==> src/rtl/serial_link_pkg.sv <==
// rtl/serial_link_pkg.sv - shared serial link constants (FSM encoding, bit order)
package serial_link_pkg;

  localparam logic [0:0] HUNT = 1'b0;
  localparam logic [0:0] RECV = 1'b1;

  // Bit order agreed with the serializer: first bit on the wire is the word MSB.
  localparam bit MSB_FIRST = 1'b1;

endpackage

==> src/rtl/sipo_hold_reg.sv <==
// rtl/sipo_hold_reg.sv - one-word output holding register with valid/ready and overrun detection
module sipo_hold_reg
  import serial_link_pkg::*;
#(
  parameter int WIDTH = 8
) (
  input  logic             clk,
  input  logic             reset,
  input  logic             load_valid,
  input  logic [WIDTH-1:0] load_data,
  input  logic             dout_ready,
  output logic [WIDTH-1:0] dout,
  output logic             dout_valid,
  output logic             overrun
);

  logic [WIDTH-1:0] data_q, data_d;
  logic             valid_q, valid_d;
  logic             overrun_q, overrun_d;
  logic             consume;

  assign consume = valid_q & dout_ready;

  // A completing word may replace the held one only if that word leaves on the same edge.
  always_comb begin
    data_d    = data_q;
    valid_d   = valid_q;
    overrun_d = 1'b0;
    if (load_valid) begin
      if (!valid_q || consume) begin
        data_d  = load_data;
        valid_d = 1'b1;
      end else begin
        overrun_d = 1'b1;
      end
    end else if (consume) begin
      valid_d = 1'b0;
    end
  end

  always_ff @(posedge clk or posedge reset) begin
    if (reset) begin
      data_q    <= '0;
      valid_q   <= 1'b0;
      overrun_q <= 1'b0;
    end else begin
      data_q    <= data_d;
      valid_q   <= valid_d;
      overrun_q <= overrun_d;
    end
  end

  assign dout       = data_q;
  assign dout_valid = valid_q;
  assign overrun    = overrun_q;

endmodule

==> src/rtl/sipo_deserializer.sv <==
// rtl/sipo_deserializer.sv - MSB-first serial-to-parallel deserializer with sof alignment
module sipo_deserializer
  import serial_link_pkg::*;
#(
  parameter int WIDTH = 8
) (
  input  logic             clk,
  input  logic             reset,
  input  logic             sin,
  input  logic             sin_valid,
  input  logic             sof,
  output logic [WIDTH-1:0] dout,
  output logic             dout_valid,
  input  logic             dout_ready,
  output logic             overrun,
  output logic             sync_err,
  output logic             busy
);

  localparam int CW = $clog2(WIDTH);
  localparam logic [CW-1:0] LAST_BIT = CW'(WIDTH - 1);

  logic [0:0]       state_q, state_d;
  logic [WIDTH-1:0] shift_q, shift_d;
  logic [CW-1:0]    cnt_q, cnt_d;
  logic             sync_err_q, sync_err_d;
  logic             word_done;
  logic [WIDTH-1:0] word_data;

  // Bits accumulate at the LSB end; the first bit reaches the MSB once the word is complete.
  always_comb begin
    state_d    = state_q;
    shift_d    = shift_q;
    cnt_d      = cnt_q;
    sync_err_d = 1'b0;
    word_done  = 1'b0;
    word_data  = {shift_q[WIDTH-2:0], sin};
    if (sin_valid) begin
      if (state_q == HUNT) begin
        if (sof) begin
          state_d = RECV;
          shift_d = {{(WIDTH-1){1'b0}}, sin};
          cnt_d   = CW'(1);
        end
      end else if (sof && (cnt_q != '0)) begin
        sync_err_d = 1'b1;
        shift_d    = {{(WIDTH-1){1'b0}}, sin};
        cnt_d      = CW'(1);
      end else if (cnt_q == LAST_BIT) begin
        word_done = 1'b1;
        shift_d   = '0;
        cnt_d     = '0;
      end else begin
        shift_d = word_data;
        cnt_d   = cnt_q + CW'(1);
      end
    end
  end

  always_ff @(posedge clk or posedge reset) begin
    if (reset) begin
      state_q    <= HUNT;
      shift_q    <= '0;
      cnt_q      <= '0;
      sync_err_q <= 1'b0;
    end else begin
      state_q    <= state_d;
      shift_q    <= shift_d;
      cnt_q      <= cnt_d;
      sync_err_q <= sync_err_d;
    end
  end

  assign busy     = (cnt_q != '0);
  assign sync_err = sync_err_q;

  sipo_hold_reg #(
    .WIDTH(WIDTH)
  ) u_hold (
    .clk       (clk),
    .reset     (reset),
    .load_valid(word_done),
    .load_data (word_data),
    .dout_ready(dout_ready),
    .dout      (dout),
    .dout_valid(dout_valid),
    .overrun   (overrun)
  );

endmodule

==> config.mk <==
export PLATFORM = sky130hd
export DESIGN_NAME = sipo_deserializer
export DESIGN_NICKNAME = d
export VERILOG_FILES = /design/src/rtl/serial_link_pkg.sv /design/src/rtl/sipo_hold_reg.sv /design/src/rtl/sipo_deserializer.sv
export SDC_FILE = /design/constraint.sdc
export NUM_CORES = 1
export LEC_CHECK = 0
export ABC_AREA = 0
export BUFFER_PORTS_ARGS = -buffer_cell sky130_fd_sc_hd__buf_2
export CORE_MARGIN = 2
export CORE_UTILIZATION = 50
export CTS_CLUSTER_SIZE = 12
export DETAILED_ROUTE_END_ITERATION = 8
export GPL_TIMING_DRIVEN = 0
export PLACE_DENSITY = 0.73
export SYNTH_ARGS = -nofsm -noshare
export SYNTH_HDL_FRONTEND = slang
export SYNTH_SLANG_ARGS = --single-unit
export TNS_END_PERCENT = 30
==> constraint.sdc <==
create_clock -name clk -period 2.2 [get_ports clk]
set_input_delay 0.22 -clock clk [delete_from_list [all_inputs] [get_ports clk]]
set_output_delay 0.22 -clock clk [all_outputs]
set_load 0.01 [all_outputs]
# Word-level counts from Yosys, hierarchy flattened
# Index checks and enable logic that the tools add are counted.
op_classes:
  addsub: 1
  eq_ne: 2
  mux: 22
  bitwise_logic: 1
  reduce_logical: 9
op_table:
  columns: ["cell", "count"]
  rows:
  - ["7-bit two-way mux", 4]
  - ["1-bit two-way mux", 14]
  - ["3-bit two-way mux", 4]
  - ["2-bit AND reduction", 3]
  - ["2-bit nonzero test", 2]
  - ["3-bit by 1-bit adder with 3-bit output (second input constant)", 1]
  - ["3-bit == test (second input constant)", 1]
  - ["3-bit nonzero test", 1]
  - ["2-bit inequality test (second input constant)", 1]
  - ["1-bit AND", 1]
  - ["1-bit logical AND", 1]
  - ["1-bit logical NOT", 1]
  - ["1-bit logical OR", 1]
word_totals:
  reg_bits: 22
  output_inout_bits: 12
  wordCells: 42

# Depth between registers and ports, before layout
logic_depth:
  word_depth: 7
  depth_mapped: 6
  mapped_depth_nobuf: 5

# Cells and area by module
# A second synthesis with hierarchy kept.
unflattened:
  cells_unflattened: 71
  hier_area_um2: 959.7
modules_own_cells:
  columns: ["mod", "instances", "cells_each", "area_each_um2"]
  rows:
  - ["sipo_deserializer", 1, 47, 549.3]
  - ["sipo_hold_reg", 1, 24, 410.4]

# Worst setup path before layout
# No wires, ideal clock.
synth_timing:
  kind: "flip-flop to flip-flop"
  startpoint: "reg cnt_q[0]"
  endpoint: "reg u_hold.data_q[0], in the netlist u_hold.dout[0]"
  setup_time_ns: 0.125
  arrival_ns: 1.731
  t_required_ns: 2.075
  setup_slack_ns: 0.344
  stages_incl_launch_ff: 7
  n_path_buf: 1
  path_cell_list: "dfrtp_1 -> inv_1 -> ha_1 -> nand2b_4 -> buf_6 -> a2111oi_4 -> mux2_2"
synth_via:
  elab_chain_cells: 6
  elab_cells_between_ends: 8
  classes_between: "1 x eq/ne; 4 x mux; 3 x reduce/logical"
synth_rtl:
  columns: ["item", "line", "source"]
  rows:
  - ["from (decl)", "sipo_deserializer.sv:25", "logic [CW-1:0] cnt_q, cnt_d;"]
  - ["from (signal assigned)", "sipo_deserializer.sv:69", "cnt_q <= cnt_d;"]
  - ["3-bit nonzero test", null, null]
  - ["net busy", "sipo_deserializer.sv:17", "output logic busy"]
  - ["1-bit logical AND", "sipo_deserializer.sv:45", "end else if (sof && (cnt_q != '0)) begin"]
  - ["1-bit two-way mux", "sipo_deserializer.sv:45", null]
  - ["1-bit two-way mux", "sipo_deserializer.sv:39", "if (state_q == HUNT) begin"]
  - ["1-bit two-way mux", "sipo_deserializer.sv:38", "if (sin_valid) begin"]
  - ["2-bit AND reduction (no line)", null, null]
  - ["to (signal assigned)", "sipo_hold_reg.sv:47", "data_q <= data_d;"]
  - ["to (decl)", "sipo_hold_reg.sv:17", "logic [WIDTH-1:0] data_q, data_d;"]
# The timed path passes the listed nets, and every way through them passes these cells.
# A chain may end at the register's enable or synchronous reset.

# Worst setup path in the final report
layout_timing:
  startpoint: "reg cnt_q[0]"
  endpoint: "reg u_hold.data_q[1], in the netlist u_hold.dout[1]"
layout_via:
  elab_chain_cells: 6
  elab_cells_between_ends: 8
  classes_between: "1 x eq/ne; 4 x mux; 3 x reduce/logical"
layout_rtl:
  columns: ["item", "line"]
  rows:
  - ["3-bit == test / 3-bit nonzero test (equally long branches)", "sipo_deserializer.sv:49, sipo_deserializer.sv:45"]
  - ["1-bit two-way mux / 1-bit logical AND (equally long branches)", "sipo_deserializer.sv:49, sipo_deserializer.sv:45"]
  - ["1-bit two-way mux *", "sipo_deserializer.sv:45"]
  - ["1-bit two-way mux *", "sipo_deserializer.sv:39"]
  - ["1-bit two-way mux *", "sipo_deserializer.sv:38"]
  - ["2-bit AND reduction (no line) *", null]
# Every way passes the cells marked *; elsewhere a longest branch is shown, timed or not.

==> qor.csv <==
stage,metric,value,unit
run_status,status,finished clean,
floorplan,top_level_ports,18,
setup_path,start_kind,register,
clock_tree,clock_sinks,22,
timing,setup_viol,0,
floorplan,initial_utilization,53.5,%
place,port_buffers,16,
clock_tree,cts_tree,built,
setup_path,critical_path_arrival,2250,ps
place,dp.cells,110,
pwr,powerDensity,1030,mW/mm^2
floorplan,die_h,47.2,um
cells_and_area,num-fill-cells,140,
setup_path,critPathKind,register to register,
synthesis,netlist_instances,69,
timing,finalHoldViolCount,0,
pwr,internal_power,817,uW
cells_and_area,drive_above_1_share,38.2,%
floorplan,die-area,0.00223,mm^2
synthesis,yosysUniqueCellTypes,20,
synthesis,yosysSeqAreaShare,58.9,%
clock_tree,clk_pin_slew,120,ps
synthesis,synth-edff-count,0,
routing,vias,571,
synthesis,synth_nets,78,
setup_path,path_max_fanout,8,
setup_path,worst_ep_required_time,2400,ps
pwr,power.leakage,0.588,nW
pwr,power_frac_seq,47.0,%
setup_path,r2r_cells,6,
routing,drc,0,
synthesis,synth-seq-cells,22,
cells_and_area,nets,99,
global_route,grt_use_total,16.2,%
clock_tree,clk_root_buffer_cell,clkbuf_4,
synthesis,synthesis.area,935,um^2
synthesis,synth_area_per_cell,13.5,um^2
routing,via_per_inst,5.01,
global_route,grt_max_degree,23,
pwr,vdd_ir_drop_max,0.870,mV
synthesis,async_flop_share,100,%
clock_tree,postCtsSetupRepairBufs,0,
timing,post-route-period-util,93.3,%
timing,clock_skew,3.64,ps
timing,relSlewSlack,47.0,%
routing,drt_iter0_drc,4,
min_path,hp-class,input pin to asynchronous set/reset pin,
routing,ant_nets,0,
synthesis,synth_flop_cell,dfrtp_1,
clock_tree,clock_latency,310,ps
floorplan,coreArea,0.00175,mm^2
timing,final-max-slew-violation-count,0,
global_route,antenna_found_initial,0,
place,dp_hpwl,1.05,mm
cells_and_area,final_util,62.9,%
clock_tree,cts_resized,0,
floorplan,die_w,47.2,um
pwr,combPwrFrac,26.1,%
cells_and_area,antenna_cells,0,
global_route,grt-ovfl-total,0,
pwr,switching_share,27.6,%
routing,wire_per_inst,12.6,um
place,gp_congestion,0.687,
clock_tree,htreeDepth,1,
timing,hold-worst-slack,43.6,ps
synthesis,yosysWarnings,0,
routing,routed_wl,1.43,mm
clock_tree,ctsHoldBuffers,0,
timing,finalSetupTns,0,ps
clock_tree,cts_buffer_depth,2,
clock_tree,numCtsBuffers,3,
setup_path,critPathCaptureType,register,
timing,fmax,487,MHz
global_route,grt_pass1_vias,565,
global_route,grt_pass1_wl,2.46,mm
cells_and_area,fin_cells,114,
job,cap_violations,0,
floorplan,num_rows,15,
cells_and_area,areaGrowthSynthToFinish,17.5,%
timing,rsz0062_at_grt,false,
pwr,p_clk_share,26.8,%
timing,worst_slew_pin_slew,794,ps
routing,first_pass_iters,4,
pwr,netSwitchingPower,311,uW
timing,period_needed,2050,ps
Yosys cell counts, types with 2 or more instances:
| cell | instances | area share, % |
|---|---|---|
| dfrtp_1 | 22 | 59 |
| mux2_2 | 8 | 9.6 |
| a22o_1 | 7 | 6.6 |
| inv_1 | 6 | 2.4 |
| nand2_1 | 5 | 2.0 |
| ha_1 | 3 | 4.0 |
| a211oi_1 | 2 | 1.6 |
| a21oi_1 | 2 | 1.1 |
| buf_6 | 2 | 2.4 |
| nor2_1 | 2 | 0.80 |
registers in the layout (all words and copies together) (netlist names):
signal             flops
u_hold.overrun         1
u_hold.dout_valid      1
state_q                1
u_hold.dout            8
cnt_q                  3
sync_err               1
shift_q                7
critical path: stages, from the launching register on:
cell and delay (ps):
dfrtp_1 430, inv_1 90, ha_1 190, nand2b_4 60, buf_6 130, a2111oi_4 650, mux2_2 410
stage by stage:
step	total power [mW]	setup WS, ps	cell area [um^2]
after floorplan	0.745	344	935
after global placement	0.822	147	1050
after detailed placement	0.834	160	1050
after CTS	1.14	140	1100
after global routing	1.20	32.4	1100
final	1.13	147	1100
cell usage in the layout, fill, tap and decap left out, drive strengths merged:
cell type / n
a21oi: 2
and3: 1
bufinv: 1
dfrtp: 22
a2111oi: 2
o31ai: 1
nor2: 2
and2b: 1
inv: 6
a211oi: 2
clkbuf: 4
buf: 18
a22o: 8
a21o: 1
o21ai: 1
mux2: 8
nand2b: 1
nand2: 5
ha: 3
cell type report:
class / instances / area (um^2) / area share (%)
buffer: 3 / 26.3 / 2.39
clock buffer: 3 / 22.5 / 2.05
clock inverter: 1 / 30.0 / 2.73
inverter: 6 / 22.5 / 2.05
multi-input combinational: 38 / 335 / 30.5
sequential: 22 / 551 / 50.1
tap: 25 / 31.3 / 2.85
timing repair buffer: 16 / 80.1 / 7.29
final timing paths:
check / start / end / slack, ps
setup / recovery: cnt_q[0] / u_hold.dout[1] / 150
hold / removal: reset / u_hold.dout[7] / 40
setup reg to reg: cnt_q[0] / u_hold.dout[1] / 150
hold reg to reg: u_hold.dout[6] / u_hold.dout[6] / 510
max in group asynchronous: reset / shift_q[0] / 1670
min in group clk: sof / sync_err / 150
power by group through the flow:
stage | registers [mW] | logic (mW) | clock network, mW
floorplan | 0.549 | 0.196 | 0
global placement | 0.533 | 0.289 | 0
detailed placement | 0.539 | 0.295 | 0
CTS | 0.531 | 0.299 | 0.307
global route | 0.543 | 0.335 | 0.318
finish | 0.530 | 0.295 | 0.302
per-layer routing:
layer  vias up  track usage, %  wire [um]
li1        284               -          -
met1       269            20.8        699
met2        13            25.7        647
met3         5            2.31         43
met4         0            10.0         40
met5         -               0          0
kinds of logic (layout without fill, tap and decap cells):
logic type,Yosys count,in the layout,share of synthesized area [%]
flip-flops,22,22,58.9
AO/OA/AOI/OAI,17,17,16.3
AND/OR/NAND/NOR,10,10,5.89
buffers and inverters,9,29,5.22
multiplexers,8,8,9.64
adder cells (fa/ha/maj),3,3,4.02
Power figures use the tool's default switching activity.
